[src/rtl/matmul_sequencer.sv]
// matmul_sequencer: control sequencer for one N x N systolic matrix multiply.
// It preloads the weights, feeds the skewed activations, opens the
// result-arranger accumulation window, and then holds the result until the
// consumer accepts it. It drives control signals only and never data.
// Optional feature: define MATMUL_PERF_CNT_EN to add the perf_ops and
// perf_stall saturating event counters.
module matmul_sequencer #(
  parameter int N             = 4,
  parameter int ARRAY_LATENCY = 2
) (
  input  logic                   clk,
  input  logic                   reset_n,
  input  logic                   start,
  output logic                   start_ready,
  input  logic                   abort,
  output logic                   wt_load_en,
  output logic [$clog2(N)-1:0]   wt_row_sel,
  output logic                   act_feed_en,
  output logic [$clog2(2*N)-1:0] act_step,
  output logic                   start_arranging,
  output logic                   result_valid,
  input  logic                   result_ready,
  output logic                   busy
`ifdef MATMUL_PERF_CNT_EN
  ,
  output logic [31:0]            perf_ops,
  output logic [31:0]            perf_stall
`endif
);

  localparam int WW = $clog2(N);
  localparam int SW = $clog2(2*N);
  localparam int TW = $clog2(ARRAY_LATENCY + 2*N + 1);

  localparam logic [WW-1:0] W_LAST      = WW'(N - 1);
  localparam logic [TW-1:0] T_FEED_LAST = TW'(2*N - 2);
  localparam logic [TW-1:0] T_END       = TW'(ARRAY_LATENCY + 2*N - 1);

  localparam logic [2:0] S_IDLE  = 3'd0;
  localparam logic [2:0] S_LOAD  = 3'd1;
  localparam logic [2:0] S_FEED  = 3'd2;
  localparam logic [2:0] S_DRAIN = 3'd3;
  localparam logic [2:0] S_DONE  = 3'd4;

  logic [2:0]    state_q, state_d;
  logic [WW-1:0] wcnt_q, wcnt_d;
  logic [TW-1:0] t_q, t_d;

  logic          start_ready_q, start_ready_d;
  logic          busy_q, busy_d;
  logic          wt_load_en_q, wt_load_en_d;
  logic [WW-1:0] wt_row_sel_q, wt_row_sel_d;
  logic          act_feed_en_q, act_feed_en_d;
  logic [SW-1:0] act_step_q, act_step_d;
  logic          start_arranging_q, start_arranging_d;
  logic          result_valid_q, result_valid_d;

  // Next state and counters; abort overrides every other transition.
  always_comb begin
    state_d = state_q;
    wcnt_d  = wcnt_q;
    t_d     = t_q;
    if (abort) begin
      state_d = S_IDLE;
      wcnt_d  = '0;
      t_d     = '0;
    end else begin
      case (state_q)
        S_IDLE: begin
          if (start) begin
            state_d = S_LOAD;
            wcnt_d  = '0;
          end
        end
        S_LOAD: begin
          if (wcnt_q == W_LAST) begin
            state_d = S_FEED;
            wcnt_d  = '0;
            t_d     = '0;
          end else begin
            wcnt_d = wcnt_q + WW'(1);
          end
        end
        S_FEED: begin
          t_d = t_q + TW'(1);
          if (t_q == T_END) begin
            state_d = S_DONE;
          end else if (t_q == T_FEED_LAST) begin
            state_d = S_DRAIN;
          end
        end
        S_DRAIN: begin
          t_d = t_q + TW'(1);
          if (t_q == T_END) begin
            state_d = S_DONE;
          end
        end
        S_DONE: begin
          // t stays at its ceiling (ARRAY_LATENCY+2N) while the result is held.
          if (result_ready) begin
            state_d = S_IDLE;
            t_d     = '0;
          end
        end
        default: begin
          state_d = S_IDLE;
          wcnt_d  = '0;
          t_d     = '0;
        end
      endcase
    end
  end

  // Decode the registered outputs from the upcoming state and counters.
  always_comb begin
    start_ready_d     = (state_d == S_IDLE);
    busy_d            = (state_d != S_IDLE);
    wt_load_en_d      = (state_d == S_LOAD);
    wt_row_sel_d      = (state_d == S_LOAD) ? wcnt_d : '0;
    act_feed_en_d     = 1'b0;
    act_step_d        = '0;
    start_arranging_d = 1'b0;
    result_valid_d    = 1'b0;
    if (state_d == S_FEED || state_d == S_DRAIN) begin
      if (t_d <= T_FEED_LAST) begin
        act_feed_en_d = 1'b1;
        act_step_d    = t_d[SW-1:0];
      end
      start_arranging_d = (int'({1'b0, t_d}) >= ARRAY_LATENCY);
    end
    if (state_d == S_DONE) begin
      // The arranger saturates at 2N accumulates, so holding enable keeps the result.
      start_arranging_d = 1'b1;
      result_valid_d    = 1'b1;
    end
  end

  // State, counters and output registers.
  always_ff @(posedge clk or negedge reset_n) begin
    if (!reset_n) begin
      state_q           <= S_IDLE;
      wcnt_q            <= '0;
      t_q               <= '0;
      start_ready_q     <= 1'b1;
      busy_q            <= 1'b0;
      wt_load_en_q      <= 1'b0;
      wt_row_sel_q      <= '0;
      act_feed_en_q     <= 1'b0;
      act_step_q        <= '0;
      start_arranging_q <= 1'b0;
      result_valid_q    <= 1'b0;
    end else begin
      state_q           <= state_d;
      wcnt_q            <= wcnt_d;
      t_q               <= t_d;
      start_ready_q     <= start_ready_d;
      busy_q            <= busy_d;
      wt_load_en_q      <= wt_load_en_d;
      wt_row_sel_q      <= wt_row_sel_d;
      act_feed_en_q     <= act_feed_en_d;
      act_step_q        <= act_step_d;
      start_arranging_q <= start_arranging_d;
      result_valid_q    <= result_valid_d;
    end
  end

  assign start_ready     = start_ready_q;
  assign busy            = busy_q;
  assign wt_load_en      = wt_load_en_q;
  assign wt_row_sel      = wt_row_sel_q;
  assign act_feed_en     = act_feed_en_q;
  assign act_step        = act_step_q;
  assign start_arranging = start_arranging_q;
  assign result_valid    = result_valid_q;

`ifdef MATMUL_PERF_CNT_EN
  logic [31:0] perf_ops_q, perf_ops_d;
  logic [31:0] perf_stall_q, perf_stall_d;

  // Saturating event counts; abort does not clear them.
  always_comb begin
    perf_ops_d   = perf_ops_q;
    perf_stall_d = perf_stall_q;
    if (state_q == S_DONE && result_ready && !abort && perf_ops_q != '1) begin
      perf_ops_d = perf_ops_q + 32'd1;
    end
    if (state_q == S_DONE && !result_ready && perf_stall_q != '1) begin
      perf_stall_d = perf_stall_q + 32'd1;
    end
  end

  // Performance counter registers.
  always_ff @(posedge clk or negedge reset_n) begin
    if (!reset_n) begin
      perf_ops_q   <= '0;
      perf_stall_q <= '0;
    end else begin
      perf_ops_q   <= perf_ops_d;
      perf_stall_q <= perf_stall_d;
    end
  end

  assign perf_ops   = perf_ops_q;
  assign perf_stall = perf_stall_q;
`endif

endmodule

[config.mk]
export PLATFORM = sky130hd
export DESIGN_NAME = matmul_sequencer
export DESIGN_NICKNAME = d
export VERILOG_FILES = /design/src/rtl/matmul_sequencer.sv
export SDC_FILE = /design/constraint.sdc
export NUM_CORES = 1
export LEC_CHECK = 0
export ABC_AREA = 0
export BUFFER_PORTS_ARGS = -buffer_cell sky130_fd_sc_hd__buf_2
export CORE_UTILIZATION = 42
export CTS_BUF_LIST = sky130_fd_sc_hd__clkbuf_16
export CTS_CLUSTER_SIZE = 25
export DETAILED_ROUTE_END_ITERATION = 7
export GPL_ROUTABILITY_DRIVEN = 0
export PLACE_DENSITY = 0.69
export SYNTH_ARGS = -nofsm -noshare
export SYNTH_HDL_FRONTEND = slang
export SYNTH_SLANG_ARGS = --single-unit
[constraint.sdc]
create_clock -name clk -period 4.7 [get_ports clk]
set_input_delay 0.705 -clock clk [delete_from_list [all_inputs] [get_ports clk]]
set_output_delay 0.705 -clock clk [all_outputs]
set_load 0.01 [all_outputs]
==> flow_summary.ini <==
[floorplanning]
dieArea_um2 = 2837
die_w_um = 53.26
die_h_um = 53.26
num_rows = 18
core_um2 = 2477
initial_utilization_pct = 44.55
io_pins = 16

[setup_path]
reg2reg_to = act_step[1]
rr_worst_depth = 6
cp-end-kind = flip-flop
cp-start-kind = flip-flop
crit_type = reg2reg
crit_required_ns = 4.85
arrival_ns = 2.03
worst-path-max-fanout = 7
r2r_slack_ns = 2.82
worstReg2RegStart = t_q[1]

[timing]
grt_setup_unrepaired = false
tns_ns = 0
worstMarginPinSlew_ns = 0.4903
finClkSkew_ns = 0.002741
layout_min_cycle_time_ns = 1.880
period_share_pct = 39.99
slew_violations = 0
max_freq_mhz = 532.0
setup_violations = 0
hold_viol = 0
relSlewSlack_pct = 67.12

[final_layout]
area_growth_pct = 14.97
fillers = 236
drive_above_1_share_pct = 26.32
layout_commonest_cell = dfrtp_1
antennaDiodeCount = 0
final_cell_mix = dfrtp_1, buf_2, inv_1
multi_input_area_um2 = 545.5
nets = 124
seqCellArea_um2 = 501.7

[power_and_ir_drop]
finalPower_uw = 391.5
p_leak_nw = 0.6337
vdd_drop_max_mv = 0.2927
p_per_area_nw_per_um2 = 308.6

[detailed_routing]
viasPerCell = 5.597
wirelength_um = 2217
drc = 0
via_count = 806
drt_iter0_markers = 11
antenna_left = 0
wire_per_inst_um = 15.40
dr.pass1.iters = 4

[cts]
h-tree-depth = 1
post_cts_resize_count = 0
ctsRootBufferMaster = clkbuf_16
postCtsSetupBuffers = 0
clockBufferDepth = 2
numClockSinks = 20
hold_buffers = 0
clock_latency_ns = 0.25
cts_inserted_buffers = 3
clkSlewWorstSetupHoldPaths_ns = 0.05
cts_tree = built

[global_routing]
antenna_found_initial = 0
grt-ovfl-total = 0
globalRouteTotalUtil_pct = 18.87
grt_max_degree = 21
grt_pass1_vias = 780
grt_pass1_wl_um = 3753

[logic_synthesis]
ys_types = 46
ys.flop_type = dfrtp_1
ys_ff_latch = 20
async_flop_share_pct = 100.0
yosysSeqAreaShare_pct = 45.46
synth_edf_count = 0
yosysWarnings = 0
syn_nets = 107
synth_area_um2 = 1104
postSynthAreaPerCell_um2 = 11.26
synth_cells = 98

[min_path]
min_path_type = in2async

[job]
cap_violations = 0

[placed_design]
place_hpwl_um = 1622
io_buffers = 15

[status]
status = finished, final reports clean
metrics by stage:
stage | worst slack [ns] | instance area, um^2 | utilization, % | hold slack (ns) | cells
3_5_place_dp | 2.787 | 1190 | 48.03 | 0.6447 | 140
2_1_floorplan | 2.972 | 1104 | - | 0.4094 | 98
5_1_grt | 2.676 | 1269 | 51.21 | 0.4390 | 144
4_1_cts | 2.817 | 1269 | 51.21 | 0.4128 | 144
6_report | 2.820 | 1269 | 51.21 | 0.3979 | 144
3_3_place_gp | 2.843 | 1190 | 48.03 | 0.6085 | 140
layout make-up:
class                           count  area share (%)
Clock inverter                      1          0.2959
Tap cell                           30           2.959
Timing Repair Buffer               15           5.917
Multi-Input combinational cell     67           43.00
Clock buffer                        3           5.917
Sequential cell                    20           39.55
Inverter                            8           2.367
registers in the layout (all words and copies together), names as in the netlist:
name             flops
act_step             3
act_feed_en          1
start_ready          1
state_q              3
wt_row_sel           2
wcnt_q               2
start_arranging      1
busy                 1
result_valid         1
t_q                  4
wt_load_en           1
cell usage after synthesis (all sizes together) (2+ instances only):
| master | n | area (um^2) |
|---|---|---|
| nor4b | 2 | 23.77 |
| a21oi | 6 | 30.03 |
| dfrtp | 19 | 475.5 |
| a2111oi | 2 | 42.54 |
| o21a | 2 | 15.01 |
| or2 | 2 | 12.51 |
| o211a | 2 | 20.02 |
| buf | 3 | 26.27 |
| nor3 | 4 | 25.02 |
| o21ai | 4 | 20.01 |
| a211oi | 2 | 15.01 |
| nand2 | 3 | 11.26 |
| nor2b | 4 | 25.02 |
| o211ai | 3 | 41.29 |
| and2b | 2 | 15.01 |
| nor4 | 2 | 27.53 |
| inv | 7 | 26.28 |
| ha | 4 | 50.05 |
| a21o | 2 | 15.01 |
| nor2 | 5 | 18.77 |
| nand2b | 2 | 15.02 |
| a2bb2oi | 2 | 17.52 |
kinds of logic (layout without fill, tap and decap cells):
family | count (synthesis) | count (layout) | share of synthesized area (%)
compound gates | 32 | 32 | 25.17
buf+inv | 11 | 27 | 5.102
fa+ha+maj | 4 | 4 | 4.535
flops | 20 | 20 | 45.47
xor+xnor | 1 | 1 | 0.7938
simple gates | 30 | 30 | 18.93
report_power, final:
part	switching [mW]	total, mW	internal (mW)
logic	0.0212	0.0353	0.0141
registers	0.00466	0.183	0.179
clock network	0.0597	0.173	0.113
metal layers:
metal,global-route usage [%],share of wire (%),vias up,wire length (um)
met2,27.50,47,19,1039
li1,-,-,394,-
met4,5.702,1.2,0,27
met1,28.47,48,391,1058
met5,0,0,-,0
met3,2.586,4.1,2,92
worst max-delay path, stage by stage, from the launching register on:
cell and delay [ns]:
dfrtp_1 0.46, inv_1 0.07, ha_1 0.20, and4b_4 0.21
nor4_4 0.33, o211ai_4 0.17, a2111oi_4 0.33
worst max-delay path by stage:
stage	slack, ns	startpoint	end	cells past startpoint
after global placement	2.84	abort	act_step[1]	4
after global routing	2.68	t_q[1]	act_step[1]	6
after CTS	2.82	t_q[1]	act_step[1]	6
after floorplan	2.97	t_q[0]	act_step[1]	5
after detailed placement	2.79	start	wt_row_sel[0]	5
final	2.82	t_q[1]	act_step[1]	6
Note: power is estimated with default switching activity, not from simulation.
